### config.mk
export PLATFORM = sky130hd
export DESIGN_NAME = pep_ks_boram_wr_ctrl
export DESIGN_NICKNAME = d
export VERILOG_FILES = /design/src/rtl/pep_ks_common_param_pkg.sv /design/src/rtl/pep_ks_err_acc.sv /design/src/rtl/pep_ks_boram_wr_ctrl.sv
export SDC_FILE = /design/constraint.sdc
export NUM_CORES = 1
export LEC_CHECK = 0
export CAP_MARGIN = 40
export CORE_MARGIN = 5
export CORE_UTILIZATION = 41
export DETAILED_ROUTE_END_ITERATION = 6
export PLACE_DENSITY = 0.74
export SLEW_MARGIN = 20
export SYNTH_ARGS = -nofsm -noshare
export SYNTH_HDL_FRONTEND = slang
export SYNTH_SLANG_ARGS = --single-unit
### constraint.sdc
create_clock -name clk -period 2.1 [get_ports clk]
set_clock_uncertainty 0.15 [all_clocks]
set_input_delay 0.63 -clock clk [delete_from_list [all_inputs] [get_ports clk]]
set_output_delay 0.63 -clock clk [all_outputs]
set_load 0.02 [all_outputs]
### src/rtl/pep_ks_common_param_pkg.sv
// Shared widths, error-path FSM states and parameter legality helpers for the
// keyswitch body-RAM write controller.
package pep_ks_common_param_pkg;

  localparam int KS_MAX_ERROR_W = 8;
  localparam int MOD_KSK_W      = 32;
  localparam int PID_W          = 4;

  typedef enum logic [1:0] {
    ERR_ST_IDLE = 2'd0,
    ERR_ST_ACC  = 2'd1,
    ERR_ST_EMIT = 2'd2
  } err_state_e;

  // An error sample must fit in the accumulator without truncation.
  function automatic bit err_in_w_legal(input int err_in_w);
    return (err_in_w > 0) && (err_in_w <= KS_MAX_ERROR_W);
  endfunction

endpackage

### src/rtl/pep_ks_err_acc.sv
// Signed error accumulator: load or add a sign-extended sample each cycle.
// Saturates when PEP_KS_BORAM_SAT_EN is defined, otherwise wraps (two's complement).
module pep_ks_err_acc
  import pep_ks_common_param_pkg::*;
#(
  parameter int IN_W  = 8,
  parameter int ACC_W = KS_MAX_ERROR_W
) (
  input  logic                    clk,
  input  logic                    s_rst,
  input  logic                    i_load,
  input  logic                    i_add,
  input  logic signed [IN_W-1:0]  i_sample,
  output logic signed [ACC_W-1:0] o_acc
);

  logic signed [ACC_W-1:0] r_acc;
  logic signed [ACC_W-1:0] w_ext;
  logic signed [ACC_W-1:0] w_next;

  assign w_ext = ACC_W'(i_sample);

`ifdef PEP_KS_BORAM_SAT_EN
  logic signed [ACC_W:0] w_sum_wide;

  // One guard bit is enough: the sample is never wider than the accumulator.
  assign w_sum_wide = {r_acc[ACC_W-1], r_acc} + {w_ext[ACC_W-1], w_ext};

  always_comb begin
    w_next = w_sum_wide[ACC_W-1:0];
    if (w_sum_wide[ACC_W] != w_sum_wide[ACC_W-1]) begin
      w_next = w_sum_wide[ACC_W] ? {1'b1, {(ACC_W-1){1'b0}}}
                                 : {1'b0, {(ACC_W-1){1'b1}}};
    end
  end
`else
  assign w_next = r_acc + w_ext;
`endif

  // NOTE: sequential state is always updated with non-blocking assignments so
  // every flop samples the values from before the clock edge.
  always_ff @(posedge clk) begin
    if (s_rst) begin
      r_acc <= '0;
    end else if (i_load) begin
      r_acc <= w_ext;
    end else if (i_add) begin
      r_acc <= w_next;
    end
  end

  assign o_acc = r_acc;

endmodule

### src/rtl/pep_ks_boram_wr_ctrl.sv
// Body-RAM write controller: registers body writes and folds per-pid error columns
// into one correction write. Define PEP_KS_BORAM_SAT_EN for saturating accumulation.
module pep_ks_boram_wr_ctrl
  import pep_ks_common_param_pkg::*;
#(
  parameter int ERR_IN_W = 8,
  parameter int OUT_PIPE = 1
) (
  input  logic                       clk,
  input  logic                       s_rst,

  input  logic                       ms_err_vld,
  output logic                       ms_err_rdy,
  input  logic signed [ERR_IN_W-1:0] ms_err_data,
  input  logic [PID_W-1:0]           ms_err_pid,
  input  logic                       ms_err_last,

  input  logic                       body_vld,
  output logic                       body_rdy,
  input  logic [MOD_KSK_W-1:0]       body_data,
  input  logic [PID_W-1:0]           body_pid,
  input  logic                       body_parity,

  output logic                       ks_boram_wr_en,
  output logic [MOD_KSK_W-1:0]       ks_boram_wr_data,
  output logic [PID_W-1:0]           ks_boram_wr_pid,
  output logic                       ks_boram_wr_parity,

  output logic                       ks_boram_corr_wr_en,
  output logic [KS_MAX_ERROR_W-1:0]  ks_boram_corr_wr_data,
  output logic [PID_W-1:0]           ks_boram_corr_wr_pid,

  output logic                       err_pid_mismatch
);

  if (!err_in_w_legal(ERR_IN_W)) begin : g_err_in_w_chk
    $error("ERR_IN_W=%0d must be in 1..KS_MAX_ERROR_W=%0d", ERR_IN_W, KS_MAX_ERROR_W);
  end
  if ((OUT_PIPE != 0) && (OUT_PIPE != 1)) begin : g_out_pipe_chk
    $error("OUT_PIPE=%0d must be 0 or 1", OUT_PIPE);
  end

  // ---------------------------------------------------------------- body path
  logic                 r_body_en;
  logic [MOD_KSK_W-1:0] r_body_data;
  logic [PID_W-1:0]     r_body_pid;
  logic                 r_body_parity;

  assign body_rdy = ~s_rst;

  always_ff @(posedge clk) begin
    if (s_rst) r_body_en <= 1'b0;
    else       r_body_en <= body_vld;
  end

  // NOTE: payload registers carry no reset; they are only meaningful while the
  // matching enable is high, and leaving them unreset keeps them plain flops.
  always_ff @(posedge clk) begin
    if (body_vld) begin
      r_body_data   <= body_data;
      r_body_pid    <= body_pid;
      r_body_parity <= body_parity;
    end
  end

  // --------------------------------------------------------------- error path
  err_state_e                 r_state;
  err_state_e                 w_next_state;
  logic [PID_W-1:0]           r_pid;
  logic                       w_xfer;
  logic                       w_acc_load;
  logic                       w_acc_add;
  logic                       w_mismatch;
  logic signed [KS_MAX_ERROR_W-1:0] w_acc;

  logic                       r_corr_en;
  logic [KS_MAX_ERROR_W-1:0]  r_corr_data;
  logic [PID_W-1:0]           r_corr_pid;
  logic                       r_mismatch;

  assign ms_err_rdy = ~s_rst & (r_state != ERR_ST_EMIT);
  assign w_xfer     = ms_err_vld & ms_err_rdy;

  always_ff @(posedge clk) begin
    if (s_rst) r_state <= ERR_ST_IDLE;
    else       r_state <= w_next_state;
  end

  // NOTE: every signal driven here gets a default first, so no path through the
  // case statement can leave one unassigned and infer a latch.
  always_comb begin
    w_next_state = r_state;
    w_acc_load   = 1'b0;
    w_acc_add    = 1'b0;
    w_mismatch   = 1'b0;
    unique case (r_state)
      ERR_ST_IDLE: begin
        if (w_xfer) begin
          w_acc_load   = 1'b1;
          w_next_state = ms_err_last ? ERR_ST_EMIT : ERR_ST_ACC;
        end
      end
      ERR_ST_ACC: begin
        if (w_xfer) begin
          if (ms_err_pid == r_pid) begin
            w_acc_add = 1'b1;
            if (ms_err_last) w_next_state = ERR_ST_EMIT;
          end else begin
            // Foreign-pid sample is swallowed; the open column keeps accumulating.
            w_mismatch = 1'b1;
          end
        end
      end
      ERR_ST_EMIT: w_next_state = ERR_ST_IDLE;
      default:     w_next_state = ERR_ST_IDLE;
    endcase
  end

  always_ff @(posedge clk) begin
    if (w_acc_load) r_pid <= ms_err_pid;
  end

  pep_ks_err_acc #(
    .IN_W  (ERR_IN_W),
    .ACC_W (KS_MAX_ERROR_W)
  ) u_err_acc (
    .clk      (clk),
    .s_rst    (s_rst),
    .i_load   (w_acc_load),
    .i_add    (w_acc_add),
    .i_sample (ms_err_data),
    .o_acc    (w_acc)
  );

  always_ff @(posedge clk) begin
    if (s_rst) begin
      r_corr_en  <= 1'b0;
      r_mismatch <= 1'b0;
    end else begin
      r_corr_en  <= (r_state == ERR_ST_EMIT);
      r_mismatch <= w_mismatch;
    end
  end

  always_ff @(posedge clk) begin
    if (r_state == ERR_ST_EMIT) begin
      r_corr_data <= w_acc;
      r_corr_pid  <= r_pid;
    end
  end

  assign err_pid_mismatch = r_mismatch;

  // ------------------------------------------------------- optional out stage
  if (OUT_PIPE == 1) begin : g_out_pipe
    logic                      r_wr_en_q;
    logic [MOD_KSK_W-1:0]      r_wr_data_q;
    logic [PID_W-1:0]          r_wr_pid_q;
    logic                      r_wr_parity_q;
    logic                      r_corr_en_q;
    logic [KS_MAX_ERROR_W-1:0] r_corr_data_q;
    logic [PID_W-1:0]          r_corr_pid_q;

    always_ff @(posedge clk) begin
      if (s_rst) begin
        r_wr_en_q   <= 1'b0;
        r_corr_en_q <= 1'b0;
      end else begin
        r_wr_en_q   <= r_body_en;
        r_corr_en_q <= r_corr_en;
      end
    end

    always_ff @(posedge clk) begin
      r_wr_data_q   <= r_body_data;
      r_wr_pid_q    <= r_body_pid;
      r_wr_parity_q <= r_body_parity;
      r_corr_data_q <= r_corr_data;
      r_corr_pid_q  <= r_corr_pid;
    end

    assign ks_boram_wr_en        = r_wr_en_q;
    assign ks_boram_wr_data      = r_wr_data_q;
    assign ks_boram_wr_pid       = r_wr_pid_q;
    assign ks_boram_wr_parity    = r_wr_parity_q;
    assign ks_boram_corr_wr_en   = r_corr_en_q;
    assign ks_boram_corr_wr_data = r_corr_data_q;
    assign ks_boram_corr_wr_pid  = r_corr_pid_q;
  end else begin : g_out_direct
    assign ks_boram_wr_en        = r_body_en;
    assign ks_boram_wr_data      = r_body_data;
    assign ks_boram_wr_pid       = r_body_pid;
    assign ks_boram_wr_parity    = r_body_parity;
    assign ks_boram_corr_wr_en   = r_corr_en;
    assign ks_boram_corr_wr_data = r_corr_data;
    assign ks_boram_corr_wr_pid  = r_corr_pid;
  end

endmodule

======== Word-level counts from Yosys, hierarchy flattened ========
Cells that the tools add are included.
Widths: inputs -> output; s select.
storage, ports and cells
  flip-flop bits (word level) ............. 117
  input port bits ......................... 54
  output and inout bits ................... 54
  logic and storage cells ................. 50
operators by class
  add/sub/neg operators ................... 1
  equality and inequality tests ........... 8
  mux-type cells .......................... 14
  bitwise operators ....................... 5
  reduce and logical (&&, ||, !) cells .... 4
operators by type and width
  operator            count
  $mux 8              2
  $mux 2              5
  $ne 2x2->1 const B  5
  $add 8x8->8         1
  $mux 1              6
  $eq 4x4->1          1
  $pmux 2 s2          1
  $reduce_and 4->1    1
  $not 1->1           3
  $reduce_or 3->1     1
  $and 1x1->1         2
  $eq 2x1->1 const B  1
  $eq 2x2->1 const B  1
  $logic_not 2->1     1
  $reduce_bool 2->1   1

======== Logic depth before layout (Yosys ltp) ========
  depth after elaboration ................. 7
  gate-level depth with buffers ........... 9
  depth with buffers taken out ............ 9

======== Modules after synthesis ========
Synthesis repeated with hierarchy kept, for this count alone.
second synthesis, totals
  cells, all modules ...................... 215
  area, all modules ....................... 3,535.9 sq um
modules (own cells, without submodules)
  module                instances  cells each  area each (sq um)  sequential area each (sq um)
  pep_ks_boram_wr_ctrl  1          133         2,852.7            2,712.6
  pep_ks_err_acc        1          82          683.2              160.2

======== Worst setup path after synthesis ========
OpenSTA, ideal clock, no wires.
  kind .................................... input to register
  from .................................... in ms_err_data[0]
  to ...................................... reg u_err_acc.r_acc[6], in the netlist u_err_acc.o_acc[6]
  setup time .............................. 65 ps
  arrival time ............................ 2,061 ps
  setup slack ............................. -176 ps
  stages on the path ...................... 9
  path buffers ............................ 0
  cell sequence ........................... ha_1 inv_1 fa_1 nor2b_4 o31a_1 or4b_1 nand3_1 a21oi_1 nor2_1
between the ends
  word-level cells in the longest chain between the ends .. 3
RTL lines
  what                    line                        text
  start: declaration      pep_ks_boram_wr_ctrl.sv:14  input logic signed [ERR_IN_W-1:0] ms_err_data,
  $add 8x8->8             pep_ks_err_acc.sv:37        assign w_next = r_acc + w_ext;
  $mux 8                  pep_ks_err_acc.sv:47        end else if (i_add) begin
  $mux 8                  pep_ks_err_acc.sv:45        end else if (i_load) begin
  end signal: assignment  pep_ks_err_acc.sv:46        r_acc <= w_ext;
  end signal: assignment  pep_ks_err_acc.sv:48        r_acc <= w_next;
  end: declaration        pep_ks_err_acc.sv:17        logic signed [ACC_W-1:0] r_acc;
No other way between the ends. The select of a mux whose other input is x is not followed.
A chain may end at the register's enable or synchronous reset.

======== Final worst setup path ========
  from .................................... in s_rst
  to ...................................... out body_rdy
between the ends
  word-level cells in the longest chain between the ends .. 1
RTL lines
  what                line                        text
  start: declaration  pep_ks_boram_wr_ctrl.sv:10  input logic s_rst,
  $not 1->1           pep_ks_boram_wr_ctrl.sv:49  assign body_rdy = ~s_rst;
  end: declaration    pep_ks_boram_wr_ctrl.sv:19  output logic body_rdy,
No other way between the ends.

==> results.json <==
{
  "status": "finished, final reports clean",
  "cts_tree": "yes",
  "period_share_pct": 97.5,
  "drc": 0,
  "synth_common_cells": "64 x dfxtp_1, 53 x edfxtp_1, 11 x nor2_1",
  "clk_path_buf_depth": 2,
  "firstDrtPassIters": 5,
  "synth_area_leaders": "edfxtp_1 45%, dfxtp_1 36%, ha_1 2.5%",
  "yosys.area.top_type": "edfxtp_1",
  "grt-ovfl-total": 0,
  "io_buffer_count": 107,
  "final_cells": 474,
  "cts_num_sinks": 117,
  "rrSetupSlack_ns": 0.06,
  "grt_max_degree": 39,
  "gp_congestion": 0.851,
  "fp.dieArea_um2": 10600,
  "synth_cell_types": 36,
  "cp_max_fo": 3,
  "final_max_slew_viol_count": 0,
  "wire_per_inst_um": 15.4,
  "cp.required_ns": 1.32,
  "hp-class": "flip-flop to flip-flop",
  "dp_cells": 440,
  "max_freq_mhz": 488,
  "vias_per_cell": 4.59,
  "coreArea_um2": 8300,
  "antenna_found_initial": 0,
  "track_usage_pct": 14.4,
  "drive_gt1_share_pct": 20.9,
  "final.min_clock_period_ns": 2.05,
  "yosysMostFrequentCell": "dfxtp_1",
  "synth_cells": 214,
  "grt_pass1_vias": 2258,
  "area_growth_pct": 56.4,
  "arrival_ns": 1.27,
  "grt_pass1_wl_um": 11100,
  "max-vdd-ir-drop_mv": 0.438,
  "hold_violations": 0,
  "fin_hold_ws_ns": 0.185,
  "fin_tns_setup_ns": 0,
  "synth_edf_count": 53,
  "layout.nets": 418,
  "powerDensity_nw_per_um2": 1070,
  "clock_latency_ns": 0.51,
  "endpoint_kind": "output pin",
  "cpMaxStageDelayCell": "dlygate4sd2_1",
  "yosys_warnings": 0,
  "drt_iter0_drc": 56,
  "setup_viol": 0,
  "ios": 108,
  "ant_nets": 0,
  "holdBufCountCts": 0,
  "rsz0062_at_grt": "yes",
  "fin_area_um2": 5530,
  "cts_root_buf": "clkbuf_8",
  "hold_depth": 0,
  "synth_nets": 276,
  "rr_worst_depth": 9,
  "final_core_util_pct": 66.7,
  "p_leak_nw": 2.23,
  "synth-seq-cells": 117,
  "cts_buffers": 17,
  "crit_path_start_kind": "input port",
  "detailroute.via_count": 2178,
  "antenna_cells": 0,
  "max_slew_margin_pct": 81.1,
  "syn_area_per_cell_um2": 16.5,
  "clk_pin_slew_ns": 0.05,
  "crit_path_max_incr_delay_ns": 0.27,
  "die_w_um": 103,
  "wirelength_um": 7280,
  "synth-main-ff-cell": "dfxtp_1",
  "die_h_um": 103,
  "start_util_pct": 42.6,
  "syn_area_um2": 3540,
  "path_cells": "dlygate4sd2_1 > buf_4 > inv_1 > buf_2",
  "tightest_slew_ns": 0.281,
  "synth.top_cell.area_share_pct": 45.0,
  "synthArstFlopShare_pct": 0,
  "ys_seq_area_share_pct": 81.2,
  "dpl_cell_area_um2": 4950,
  "path_class": "input port to output pin",
  "drv_cap": 0,
  "cts_max_level": 4,
  "row_count": 33,
  "dp_hpwl_um": 5180
}
[report_power, final]
part           switching, mW  leakage [nW]  internal, mW
Combinational          0.255         0.880         0.268
Clock                  0.935         0.300          1.89
Sequential            0.0484          1.05          2.54
[what timing repair did]
item,in CTS,in global routing
hold endpoints to repair,0,0
pin swaps,2,5
gates resized for setup,71,13
setup buffers,0,2
endpoints found under the setup margin,57,4
gates cloned,0,0
[worst paths after layout]
check / endpoint / from
hold reg to reg: ks_boram_wr_data[5] / r_body_data[5]
setup / recovery: body_rdy / s_rst
setup reg to reg: u_err_acc.o_acc[6] / u_err_acc.o_acc[0]
hold / removal: ks_boram_wr_data[5] / r_body_data[5]
[worst max-delay path, delay by kind of cell]
kind / cells / cell delay (ns)
buffers and inverters: 4 / 0.64
[sequential cells by signal (all words and copies together), names as in the netlist, 2 cells and up]
signal	count
r_body_data	32
ks_boram_corr_wr_pid	4
ks_boram_corr_wr_data	8
r_pid	4
r_body_pid	4
r_corr_pid	4
ks_boram_wr_data	32
r_state	2
r_corr_data	8
ks_boram_wr_pid	4
u_err_acc.o_acc	8
[cell usage in the layout (no fill, tap or decap), drive strengths merged]
cell           count
clkinv             2
clkdlybuf4s50     44
clkbuf            29
o21ai              7
or3b               1
or4b               1
xnor2              5
nor2              12
and2               2
dlygate4sd2       59
or3                2
clkinvlp           2
o31a               1
o211a              1
ha                 7
xor2               1
o21a               1
fa                 1
edfxtp            53
nand2b             1
buf               22
inv                5
nand2              7
nor3b              1
nand3              4
o211ai             1
a21o               1
a21oi              8
dfxtp             64
and3b              1
a211oi             6
nand4              2
a31oi              1
a41oi              1
mux2i              2
nor2b              9
nor3               2
[cell type report]
type / count / area, um^2
sequential: 117 / 2880
clock inverter: 4 / 25.0
fill: 618 / 2770
inverter: 5 / 18.8
multi-input combinational: 89 / 741
clock buffer: 28 / 591
tap: 105 / 131
timing repair buffer: 126 / 1150
[routing by layer]
layer	vias up	track usage, %	part of all wire, %
met5	-	0	0
met4	0	7.07	1.2
met3	10	6.63	10
met2	93	23.1	47
met1	1015	16.4	41
li1	1060	-	-
[cell families (layout without fill, tap and decap cells)]
group	after synthesis	in the layout	share of synthesized area [%]
AOI/OAI and AO/OA	28	28	5.20
xor gates and xnor gates	6	6	1.49
adders and majority gates	8	8	3.04
buffers and inverters	8	163	1.06
DFF	117	117	81.2
muxes	2	2	0.566
and+or+nand+nor	45	45	7.43
[through the flow]
| stage | power [mW] | setup slack, ns |
|---|---|---|
| detailed placement | 3.20 | -0.793 |
| CTS | 5.98 | -0.000145 |
| floorplan | 2.86 | -0.168 |
| finish | 5.94 | 0.0528 |
| global route | 6.18 | -0.0434 |
| global placement | 3.18 | -0.727 |
No activity file was read; power rests on OpenSTA's default activity.
